## src/rtl/ram_arbiter_if.sv

```systemverilog
// Bus bundle between the two requesters, the arbiter and the single-port RAM.
interface ram_arbiter_if;
   localparam int unsigned ADDR_W = 10;
   localparam int unsigned WORD_W = 8;

   logic              req0;
   logic              req1;
   logic              wr0;
   logic              wr1;
   logic [ADDR_W-1:0] addr0;
   logic [ADDR_W-1:0] addr1;
   logic [WORD_W-1:0] wdata0;
   logic [WORD_W-1:0] wdata1;
   logic              gnt0;
   logic              gnt1;
   logic [WORD_W-1:0] rdata0;
   logic [WORD_W-1:0] rdata1;
   logic [ADDR_W-1:0] ram_addr;
   logic [WORD_W-1:0] ram_data_in;
   logic              ram_wr;
   logic              ram_cs;
   logic [WORD_W-1:0] ram_data_out;

   // Environment side: requesters plus the RAM read port
   modport master (
      output req0, req1, wr0, wr1, addr0, addr1, wdata0, wdata1, ram_data_out,
      input  gnt0, gnt1, rdata0, rdata1, ram_addr, ram_data_in, ram_wr, ram_cs
   );

   // Arbiter side
   modport slave (
      input  req0, req1, wr0, wr1, addr0, addr1, wdata0, wdata1, ram_data_out,
      output gnt0, gnt1, rdata0, rdata1, ram_addr, ram_data_in, ram_wr, ram_cs
   );
endinterface

```

## src/rtl/ram_arbiter.sv

```systemverilog
// Round-robin arbiter for two requesters sharing a single-port RAM; each access
// runs IDLE -> ACCESS -> DONE with every RAM-side output and grant taken from a flop.
module ram_arbiter (
   input  logic         clk,
   input  logic         rst,
   ram_arbiter_if.slave bus_io
);
   localparam int unsigned ADDR_W = 10;
   localparam int unsigned WORD_W = 8;

   typedef enum logic [1:0] {
      IDLE   = 2'd0,
      ACCESS = 2'd1,
      DONE   = 2'd2
   } state_e;

   state_e            state_q, state_d;
   logic              sel_q, sel_d;
   logic              wr_q, wr_d;
   logic              ptr_q, ptr_d;
   logic              ram_wr_q, ram_wr_d;
   logic              ram_cs_q, ram_cs_d;
   logic              gnt0_q, gnt0_d;
   logic              gnt1_q, gnt1_d;
   logic [ADDR_W-1:0] ram_addr_q, ram_addr_d;
   logic [WORD_W-1:0] ram_data_in_q, ram_data_in_d;
   logic [WORD_W-1:0] rdata0_q, rdata0_d;
   logic [WORD_W-1:0] rdata1_q, rdata1_d;
   logic              any_req;
   logic              pick;

   assign any_req = bus_io.req0 | bus_io.req1;
   // On a tie the requester not granted last wins; ptr_q holds the last grantee
   assign pick    = (bus_io.req0 & bus_io.req1) ? ~ptr_q : bus_io.req1;

   always_ff @(posedge clk or posedge rst) begin
      if (rst) begin
         state_q <= IDLE;
      end else begin
         state_q <= state_d;
      end
   end

   always_comb begin
      state_d = state_q;
      case (state_q)
         IDLE:    if (any_req) state_d = ACCESS;
         ACCESS:  state_d = DONE;
         DONE:    state_d = IDLE;
         default: state_d = IDLE;
      endcase
   end

   // Next values of the registered outputs; address/data hold until the next selection
   always_comb begin
      sel_d         = sel_q;
      wr_d          = wr_q;
      ptr_d         = ptr_q;
      ram_addr_d    = ram_addr_q;
      ram_data_in_d = ram_data_in_q;
      rdata0_d      = rdata0_q;
      rdata1_d      = rdata1_q;
      ram_wr_d      = 1'b0;
      ram_cs_d      = 1'b0;
      gnt0_d        = 1'b0;
      gnt1_d        = 1'b0;
      case (state_q)
         IDLE: begin
            if (any_req) begin
               sel_d         = pick;
               wr_d          = pick ? bus_io.wr1    : bus_io.wr0;
               ram_addr_d    = pick ? bus_io.addr1  : bus_io.addr0;
               ram_data_in_d = pick ? bus_io.wdata1 : bus_io.wdata0;
               ram_cs_d      = 1'b1;
               ram_wr_d      = wr_d;
            end
         end
         ACCESS: begin
            ptr_d  = sel_q;
            gnt0_d = ~sel_q;
            gnt1_d = sel_q;
            if (!wr_q) begin
               if (sel_q) rdata1_d = bus_io.ram_data_out;
               else       rdata0_d = bus_io.ram_data_out;
            end
         end
         default: ;
      endcase
   end

   always_ff @(posedge clk or posedge rst) begin
      if (rst) begin
         sel_q         <= 1'b0;
         wr_q          <= 1'b0;
         ptr_q         <= 1'b1;
         ram_wr_q      <= 1'b0;
         ram_cs_q      <= 1'b0;
         gnt0_q        <= 1'b0;
         gnt1_q        <= 1'b0;
         ram_addr_q    <= '0;
         ram_data_in_q <= '0;
         rdata0_q      <= '0;
         rdata1_q      <= '0;
      end else begin
         sel_q         <= sel_d;
         wr_q          <= wr_d;
         ptr_q         <= ptr_d;
         ram_wr_q      <= ram_wr_d;
         ram_cs_q      <= ram_cs_d;
         gnt0_q        <= gnt0_d;
         gnt1_q        <= gnt1_d;
         ram_addr_q    <= ram_addr_d;
         ram_data_in_q <= ram_data_in_d;
         rdata0_q      <= rdata0_d;
         rdata1_q      <= rdata1_d;
      end
   end

   assign bus_io.gnt0        = gnt0_q;
   assign bus_io.gnt1        = gnt1_q;
   assign bus_io.rdata0      = rdata0_q;
   assign bus_io.rdata1      = rdata1_q;
   assign bus_io.ram_addr    = ram_addr_q;
   assign bus_io.ram_data_in = ram_data_in_q;
   assign bus_io.ram_wr      = ram_wr_q;
   assign bus_io.ram_cs      = ram_cs_q;
endmodule

```

## src/flat_wrapper.sv

```systemverilog
// flat-port wrapper written by rule: the top's interface ports become plain ports
module ram_arbiter_flat 
  (clk, rst, bus_io_req0, bus_io_req1, bus_io_wr0, bus_io_wr1, bus_io_addr0, bus_io_addr1, bus_io_wdata0, bus_io_wdata1, bus_io_ram_data_out, bus_io_gnt0, bus_io_gnt1, bus_io_rdata0, bus_io_rdata1, bus_io_ram_addr, bus_io_ram_data_in, bus_io_ram_wr, bus_io_ram_cs);
  ram_arbiter_if bus_io_i ();
  input  logic clk;
  input  logic rst;
  input wire logic [$bits(bus_io_i.req0)-1:0] bus_io_req0;
  input wire logic [$bits(bus_io_i.req1)-1:0] bus_io_req1;
  input wire logic [$bits(bus_io_i.wr0)-1:0] bus_io_wr0;
  input wire logic [$bits(bus_io_i.wr1)-1:0] bus_io_wr1;
  input wire logic [$bits(bus_io_i.addr0)-1:0] bus_io_addr0;
  input wire logic [$bits(bus_io_i.addr1)-1:0] bus_io_addr1;
  input wire logic [$bits(bus_io_i.wdata0)-1:0] bus_io_wdata0;
  input wire logic [$bits(bus_io_i.wdata1)-1:0] bus_io_wdata1;
  input wire logic [$bits(bus_io_i.ram_data_out)-1:0] bus_io_ram_data_out;
  output wire logic [$bits(bus_io_i.gnt0)-1:0] bus_io_gnt0;
  output wire logic [$bits(bus_io_i.gnt1)-1:0] bus_io_gnt1;
  output wire logic [$bits(bus_io_i.rdata0)-1:0] bus_io_rdata0;
  output wire logic [$bits(bus_io_i.rdata1)-1:0] bus_io_rdata1;
  output wire logic [$bits(bus_io_i.ram_addr)-1:0] bus_io_ram_addr;
  output wire logic [$bits(bus_io_i.ram_data_in)-1:0] bus_io_ram_data_in;
  output wire logic [$bits(bus_io_i.ram_wr)-1:0] bus_io_ram_wr;
  output wire logic [$bits(bus_io_i.ram_cs)-1:0] bus_io_ram_cs;
  assign bus_io_i.req0 = bus_io_req0;
  assign bus_io_i.req1 = bus_io_req1;
  assign bus_io_i.wr0 = bus_io_wr0;
  assign bus_io_i.wr1 = bus_io_wr1;
  assign bus_io_i.addr0 = bus_io_addr0;
  assign bus_io_i.addr1 = bus_io_addr1;
  assign bus_io_i.wdata0 = bus_io_wdata0;
  assign bus_io_i.wdata1 = bus_io_wdata1;
  assign bus_io_i.ram_data_out = bus_io_ram_data_out;
  assign bus_io_gnt0 = bus_io_i.gnt0;
  assign bus_io_gnt1 = bus_io_i.gnt1;
  assign bus_io_rdata0 = bus_io_i.rdata0;
  assign bus_io_rdata1 = bus_io_i.rdata1;
  assign bus_io_ram_addr = bus_io_i.ram_addr;
  assign bus_io_ram_data_in = bus_io_i.ram_data_in;
  assign bus_io_ram_wr = bus_io_i.ram_wr;
  assign bus_io_ram_cs = bus_io_i.ram_cs;
  ram_arbiter u_core (.clk(clk), .rst(rst), .bus_io(bus_io_i));
endmodule
```

## config.mk

```make
export PLATFORM = sky130hd
export DESIGN_NAME = ram_arbiter_flat
export DESIGN_NICKNAME = d
export VERILOG_FILES = /design/src/rtl/ram_arbiter_if.sv /design/src/rtl/ram_arbiter.sv /design/src/flat_wrapper.sv
export SDC_FILE = /design/constraint.sdc
export NUM_CORES = 1
export LEC_CHECK = 0
export BUFFER_PORTS_ARGS = -buffer_cell sky130_fd_sc_hd__buf_2
export CORE_MARGIN = 2
export CORE_UTILIZATION = 30
export CTS_BUF_LIST = sky130_fd_sc_hd__clkbuf_4 sky130_fd_sc_hd__clkbuf_8
export DETAILED_ROUTE_END_ITERATION = 7
export PLACE_DENSITY_LB_ADDON = 0.15
export SYNTH_ARGS = -nofsm -noshare
export SYNTH_HDL_FRONTEND = slang
export SYNTH_SLANG_ARGS = --single-unit
```

## constraint.sdc

```tcl
create_clock -name clk -period 3.45 [get_ports clk]
set_input_delay 0.345 -clock clk [delete_from_list [all_inputs] [get_ports clk]]
set_output_delay 0.345 -clock clk [all_outputs]
set_load 0.05 [all_outputs]
```

==> impl_results.md, run 1 <==
* Netlist cell types at 17
* IO Count at 88
* Worst Path Buf+Inv at 0
* Synthesized area per cell at 15.5 sq um
* 1st-iter DRT viols at 35
* # hold bufs at CTS at 0
* IO buf count at 87
* CP arrival at 2.00 ns
* Clk Latency, worst-skew pair at 0.29 ns
* Clock Pin Slew Worst Setup and Hold Paths at 0.08 ns
* # resized after CTS at 0
* CP required at 3.62 ns
* CTS Sinks at 43
* Fin nets at 257
* Die extent in y at 82.2 um
* Max Cap Viol at 0
* R2r endpoint: u_core.bus_io.ram_addr[1]$_DFFE_PP0P_
* Area grow syn2layout at 32.1%
* Synth warn at 0
* Layout cell share with drive strength beyond 1 at 0.726
* WL per Instance at 13.1 um
* DPL Wire Length at 2790 um
* Number of global-route vias before repair at 1318
* Smallest hold slack at 0.248 ns
* Initial antenna violation count at 0
* Pre-antenna DRT Iters at 4
* Num CTS Buffers at 5
* Grt met1 use at 0.131
* Post-synth net total at 168
* Slowest stage delay, CP at 0.86 ns
* Worst r2r src: u_core.state_q[1]$_DFFE_PP0P_
* CTS tree: done
* Post-route ant nets at 0
* Setup WS pre-CTS at 1.59 ns
* Min setup slack post-route at 1.62 ns
* Register area at 1080 sq um
* Grt total ovfl at 0
* Mapped cell area at 1830 sq um
* RD Place Congestion at 0.710
* Synth area leader: dfrtp_1
* Maximum operating frequency at 0.547 GHz
* Vias at 1244
* Die Span X at 82.2 um
* Register area share after synthesis at 0.588
* # DRC at 0
* Core Footprint at 5920 sq um
* DIE AREA at 6750 sq um
* R2R Setup Slk at 1.62 ns
* Critical path capture point type: flip-flop
* H-Tree Depth at 2
* DR vias/cell at 4.40
* Global-route usage over all layers at 0.117
* Crit-path slowest cell: nor3_4
* First-pass GRT wire length at 5840 um
* Hold WC Path Type: in2async
* Cells after Synth at 118
* Initial core utilization at 0.310
* M3 GR Usage at 0.0402
* Multi-input gate area at 709 sq um
* Synth area leaders: dfrtp_1 (57%), mux2_2 (31%), nor3_4 (1.8%)
* Tightest Pin Transition at 1.01 ns
* Normalized max-slew margin at 0.323
* Largest net degree at the start of global routing at 44
* Yosys reg bits at 43
* Setup Buffers After CTS at 0
* Cell family with most CP delay: simple AND/OR/NAND/NOR gates
* Rows at 28
* Post-route setup TNS at 0 ns
* Period utilization at 0.530
* Crit-path cells: nor3_4 -> mux2_2
* Minimum clock period at 1.83 ns
* GRT met2 Usage at 0.203
* Clock Path Buffers at 2
* Clock skew at 0.00561 ns
* Most frequent cells in the layout: buf_2 (87), mux2_2 (50), dfrtp_1 (42), clkbuf_8 (5)
* Clk root buf: clkbuf_8
* Crit-path max FO at 22
* Fin. max-slew vios at 0
* Worst setup SP type: flip-flop
* Final Hold Vio Count at 0
* Crit Path Category: reg2reg
* Unrepaired setup endpoints after global routing: false
* FILL cells at 580
* Status: completed
* Worst r2r path cells at 2
* Commonest non-fill, non-tap cell in the layout: buf_2
* Antenna cells at 0
* Final setup viols at 0
* Most Crowded Layer GR: met2
* DRT Wirelength at 3700 um
* Yosys top cell area share at 0.573
[flip-flops by register name, summed over array words and instances, names as in the netlist]
register                   flops
u_core.sel_q                   1
u_core.wr_q                    1
u_core.bus_io.ram_cs           1
u_core.bus_io.ram_wr           1
u_core.bus_io.rdata1           8
u_core.state_q                 2
u_core.bus_io.ram_addr        10
u_core.bus_io.ram_data_in      8
u_core.bus_io.gnt0             1
u_core.bus_io.rdata0           8
u_core.ptr_q                   1
u_core.bus_io.gnt1             1
[metal layers]
| metal | share of wire | vias to the layer above |
|---|---|---|
| met2 | 0.50 | 47 |
| met4 | 0.013 | 0 |
| met1 | 0.41 | 600 |
| li1 | - | 592 |
| met5 | 0 | - |
| met3 | 0.070 | 5 |
[cells by family (layout without fill, tap and decap cells)]
| kind of cell | count (synthesis) | in the layout | synth area share |
|---|---|---|---|
| compound gates | 3 | 3 | 0.0143 |
| buf+inv | 9 | 99 | 0.0287 |
| flops | 43 | 43 | 0.588 |
| mux | 54 | 54 | 0.330 |
| simple gates | 9 | 9 | 0.0389 |
[worst max-delay path by stage]
stage,from,end,cells past startpoint
final,u_core.state_q[1]$_DFFE_PP0P_,u_core.bus_io.ram_addr[1]$_DFFE_PP0P_,2
after global placement,bus_io_req0,u_core.bus_io.ram_addr[7]$_DFFE_PP0P_,4
after global routing,u_core.state_q[1]$_DFFE_PP0P_,u_core.bus_io.ram_data_in[2]$_DFFE_PP0P_,2
after floorplan,u_core.ptr_q$_DFFE_PP1N_,u_core.bus_io.ram_addr[0]$_DFFE_PP0P_,4
after CTS,u_core.state_q[1]$_DFFE_PP0P_,u_core.bus_io.ram_data_in[1]$_DFFE_PP0P_,2
after detailed placement,bus_io_req0,u_core.bus_io.ram_data_in[1]$_DFFE_PP0P_,4
[synthesized netlist by cell type, drive strengths merged]
library cell,number
nor3,4
nand2b,1
mux2i,2
nor2b,1
nor2,3
a21bo,1
mux2,52
buf,5
o32ai,1
dfrtp,42
dfstp,1
a21o,1
inv,4
[area by class of cell]
cell class | count | share of cell area
flip-flops and latches | 43 | 0.445
well taps | 75 | 0.0387
repair buffers | 87 | 0.180
multi-input cells | 66 | 0.293
inverters | 4 | 0.00620
clock buffers | 8 | 0.0377
[metrics by stage]
| stage | std cells | cell area, sq um | util |
|---|---|---|---|
| 6_report | 283 | 2420 | 0.409 |
| 5_1_grt | 283 | 2420 | 0.409 |
| 4_1_cts | 283 | 2420 | 0.409 |
| 3_5_place_dp | 275 | 2330 | 0.394 |
| 3_3_place_gp | 275 | 2330 | 0.394 |
| 2_1_floorplan | 118 | 1830 | - |
Power of run 1 is not shown: default switching activity piles up to over one toggle a cycle in this logic, so the estimate is an artifact.
==> inputs of run 2 (changes only) <==
--- a/config.mk
+++ b/config.mk
@@ -5,6 +5,7 @@
 export SDC_FILE = /design/constraint.sdc
 export NUM_CORES = 1
 export LEC_CHECK = 0
+export ABC_AREA = 1
 export BUFFER_PORTS_ARGS = -buffer_cell sky130_fd_sc_hd__buf_2
 export CORE_MARGIN = 2
 export CORE_UTILIZATION = 30
==> constraint.sdc (replaced) <==
create_clock -name clk -period 1.75 [get_ports clk]
set_input_delay 0.175 -clock clk [delete_from_list [all_inputs] [get_ports clk]]
set_output_delay 0.175 -clock clk [all_outputs]
set_load 0.05 [all_outputs]
==> run 2 against run 1 <==
Final area rose by 12%. Highest routed layer unchanged. Count of clock-buffer cells in the layout down 2. Non-clock buffer count is 8 higher. Critical endpoint is now u_core.bus_io.rdata0[4]$_DFFE_PP0P_. Sequential cell count unchanged. Register-to-register slack got worse by 1.2 ns. Sequential share of layout area is 4.7 points lower.
==> impl_results.md, run 2 <==
* Most frequent cells in the layout: nand2_1 (96), buf_2 (87), inv_1 (43), dfrtp_1 (42), nand3_1 (37)
* WL per Instance at 11.5 um
* DRT Wirelength at 4990 um
* R2R Setup Slk at 0.41 ns
* Worst setup SP type: flip-flop
* Crit-path cells: nor2_2 -> nand2_2 -> nand2_1 -> nand2_1
* Rows at 30
* Vias at 1889
* CTS Sinks at 43
* Yosys top cell area share at 0.505
* # resized after CTS at 0
* Fin. max-slew vios at 0
* Initial core utilization at 0.308
* Top cells by count, synth: nand2_1 (96), inv_1 (44), dfrtp_1 (42)
* PwrDens at 2060 nW/um^2
* Worst r2r path cells at 4
* Core Footprint at 6760 sq um
* Hold_sp: bus_io_ram_data_out[2]
* Pre-antenna DRT Iters at 4
* Num CTS Buffers at 5
* Netlist cell types at 16
* First-pass GRT wire length at 8190 um
* CP most frequent cell: nand2_1
* Clock Path Buffers at 2
* Final setup viols at 0
* # DRC at 0
* # hold bufs at CTS at 1
* RD Place Congestion at 0.760
* Setup Buffers After CTS at 0
* Fin nets at 401
* DPL Wire Length at 3720 um
* DR vias/cell at 4.37
* Period utilization at 0.764
* Maximum operating frequency at 0.748 GHz
* Clock Pin Slew Worst Setup and Hold Paths at 0.08 ns
* CP arrival at 1.53 ns
* Hold path endpoint: u_core.bus_io.rdata0[2]$_DFFE_PP0P_
* Number of stages on the worst hold path at 3
* Post-route setup TNS at 0 ns
* Clk Latency, worst-skew pair at 0.29 ns
* Largest net degree at the start of global routing at 24
* Final Hold Vio Count at 0
* Die extent in y at 87.3 um
* Antenna cells at 0
* R2r endpoint: u_core.bus_io.rdata0[4]$_DFFE_PP0P_
* CTS tree: done
* Mapped cell area at 2080 sq um
* Post-synth EDFFs at 0
* Clk root buf: clkbuf_8
* Cell family with most CP delay: simple AND/OR/NAND/NOR gates
* Placed Area at 2610 sq um
* Max Cap Viol at 0
* Async S/R FF share, synth at 1.00
* Top_reg_cell synth: dfrtp_1
* Synth area leader: dfrtp_1
* Initial antenna violation count at 0
* Normalized max-slew margin at 0.453
* Worst r2r src: u_core.sel_q$_DFFE_PP0P_
* Layout cell share with drive strength beyond 1 at 0.341
* Post-route design area at 2710 sq um
* Post-synth net total at 312
* Number of global-route vias before repair at 1766
* Worst Path Buf+Inv at 0
* Lkg Pwr at 1.64 nW
* VDD IR-drop max at 0.624 mV
* Synth warn at 0
* Critical path depth at 4
* Die Span X at 87.3 um
* Register area share after synthesis at 0.518
* Status: completed
* Post-route ant nets at 0
* Unrepaired setup endpoints after global routing: false
* Commonest non-fill, non-tap cell in the layout: nand2_1
* Total power at 0.00559 W
* IO Count at 88
* Hold WC Path Type: in2reg
* Crit Path Category: reg2reg
* CP required at 1.94 ns
* Minimum clock period at 1.34 ns
* Area grow syn2layout at 30.2%
* Critical path capture point type: flip-flop
* Clock skew at 0.00259 ns
* Crit-path max FO at 13
* H-Tree Depth at 2
* Global-route usage over all layers at 0.137
* Count leader, synth: nand2_1
* IO buf count at 87
* Max reg flops at 10
* Synth area leaders: dfrtp_1 (51%), nand2_1 (17%), nand3_1 (8.9%)
* Tightest Pin Transition at 0.820 ns
* Synthesized area per cell at 7.94 sq um
* Cells after Synth at 262
* Yosys reg bits at 43
* Crit-path slowest cell: dfrtp_1
* DIE AREA at 7610 sq um
* Slowest stage delay, CP at 0.54 ns
* 1st-iter DRT viols at 44
* Grt total ovfl at 0
## run 2: final cells by class
cell class,count,area [sq um]
timing repair buffer,95,523
fill,738,4050
clock buffer,6,76.3
inverter,45,169
clock inverter,2,12.5
multi-input combinational,161,749
tap,80,100
sequential,43,1080
## run 2: cell families (layout without fill, tap and decap cells)
| family | Yosys count | in the layout | share of synthesized area |
|---|---|---|---|
| AO/OA/AOI/OAI | 2 | 2 | 0.00481 |
| AND/OR/NAND/NOR | 159 | 159 | 0.354 |
| buffers and inverters | 58 | 148 | 0.123 |
| flip-flops | 43 | 43 | 0.518 |
## run 2: tightest hold or removal path: stages
cell	delay [ns]
buf_2	0.09
nand3_1	0.07
nand2_1	0.06
## run 2: worst max path at each step
stage                                   startpoint                                  end  slack, ns
after detailed placement               bus_io_req1              u_core.wr_q$_DFFE_PP0P_       0.37
final                     u_core.sel_q$_DFFE_PP0P_  u_core.bus_io.rdata0[4]$_DFFE_PP0P_       0.41
after global placement                 bus_io_req1              u_core.wr_q$_DFFE_PP0P_       0.40
after CTS                 u_core.sel_q$_DFFE_PP0P_  u_core.bus_io.rdata0[4]$_DFFE_PP0P_       0.39
after floorplan                                rst         u_core.bus_io.gnt0$_DFF_PP0_       0.57
after global routing      u_core.sel_q$_DFFE_PP0P_  u_core.bus_io.rdata0[4]$_DFFE_PP0P_       0.25
## run 2: power breakdown
part / switching, W / internal (W)
Sequential: 0.000294 / 0.00149
Combinational: 0.00243 / 0.000738
Clock: 0.000341 / 0.000295
Total: 0.00307 / 0.00252
## run 2: per-stage QoR
stage	util	cells	hold WS [ns]	setup WS (ns)
final	0.401	432	0.135	0.413
after global routing	0.401	432	0.148	0.250
after CTS	0.401	432	0.128	0.393
after detailed placement	0.386	423	0.238	0.368
after global placement	0.386	423	0.231	0.400
after floorplan	-	262	0.320	0.574
## run 2: layer usage
layer | part of all wire | global-route usage
met1 | 0.46 | 0.177
met2 | 0.46 | 0.227
met3 | 0.063 | 0.0360
met4 | 0.0084 | 0.0378
met5 | 0 | 0
(Power assumes the default switching activity.)
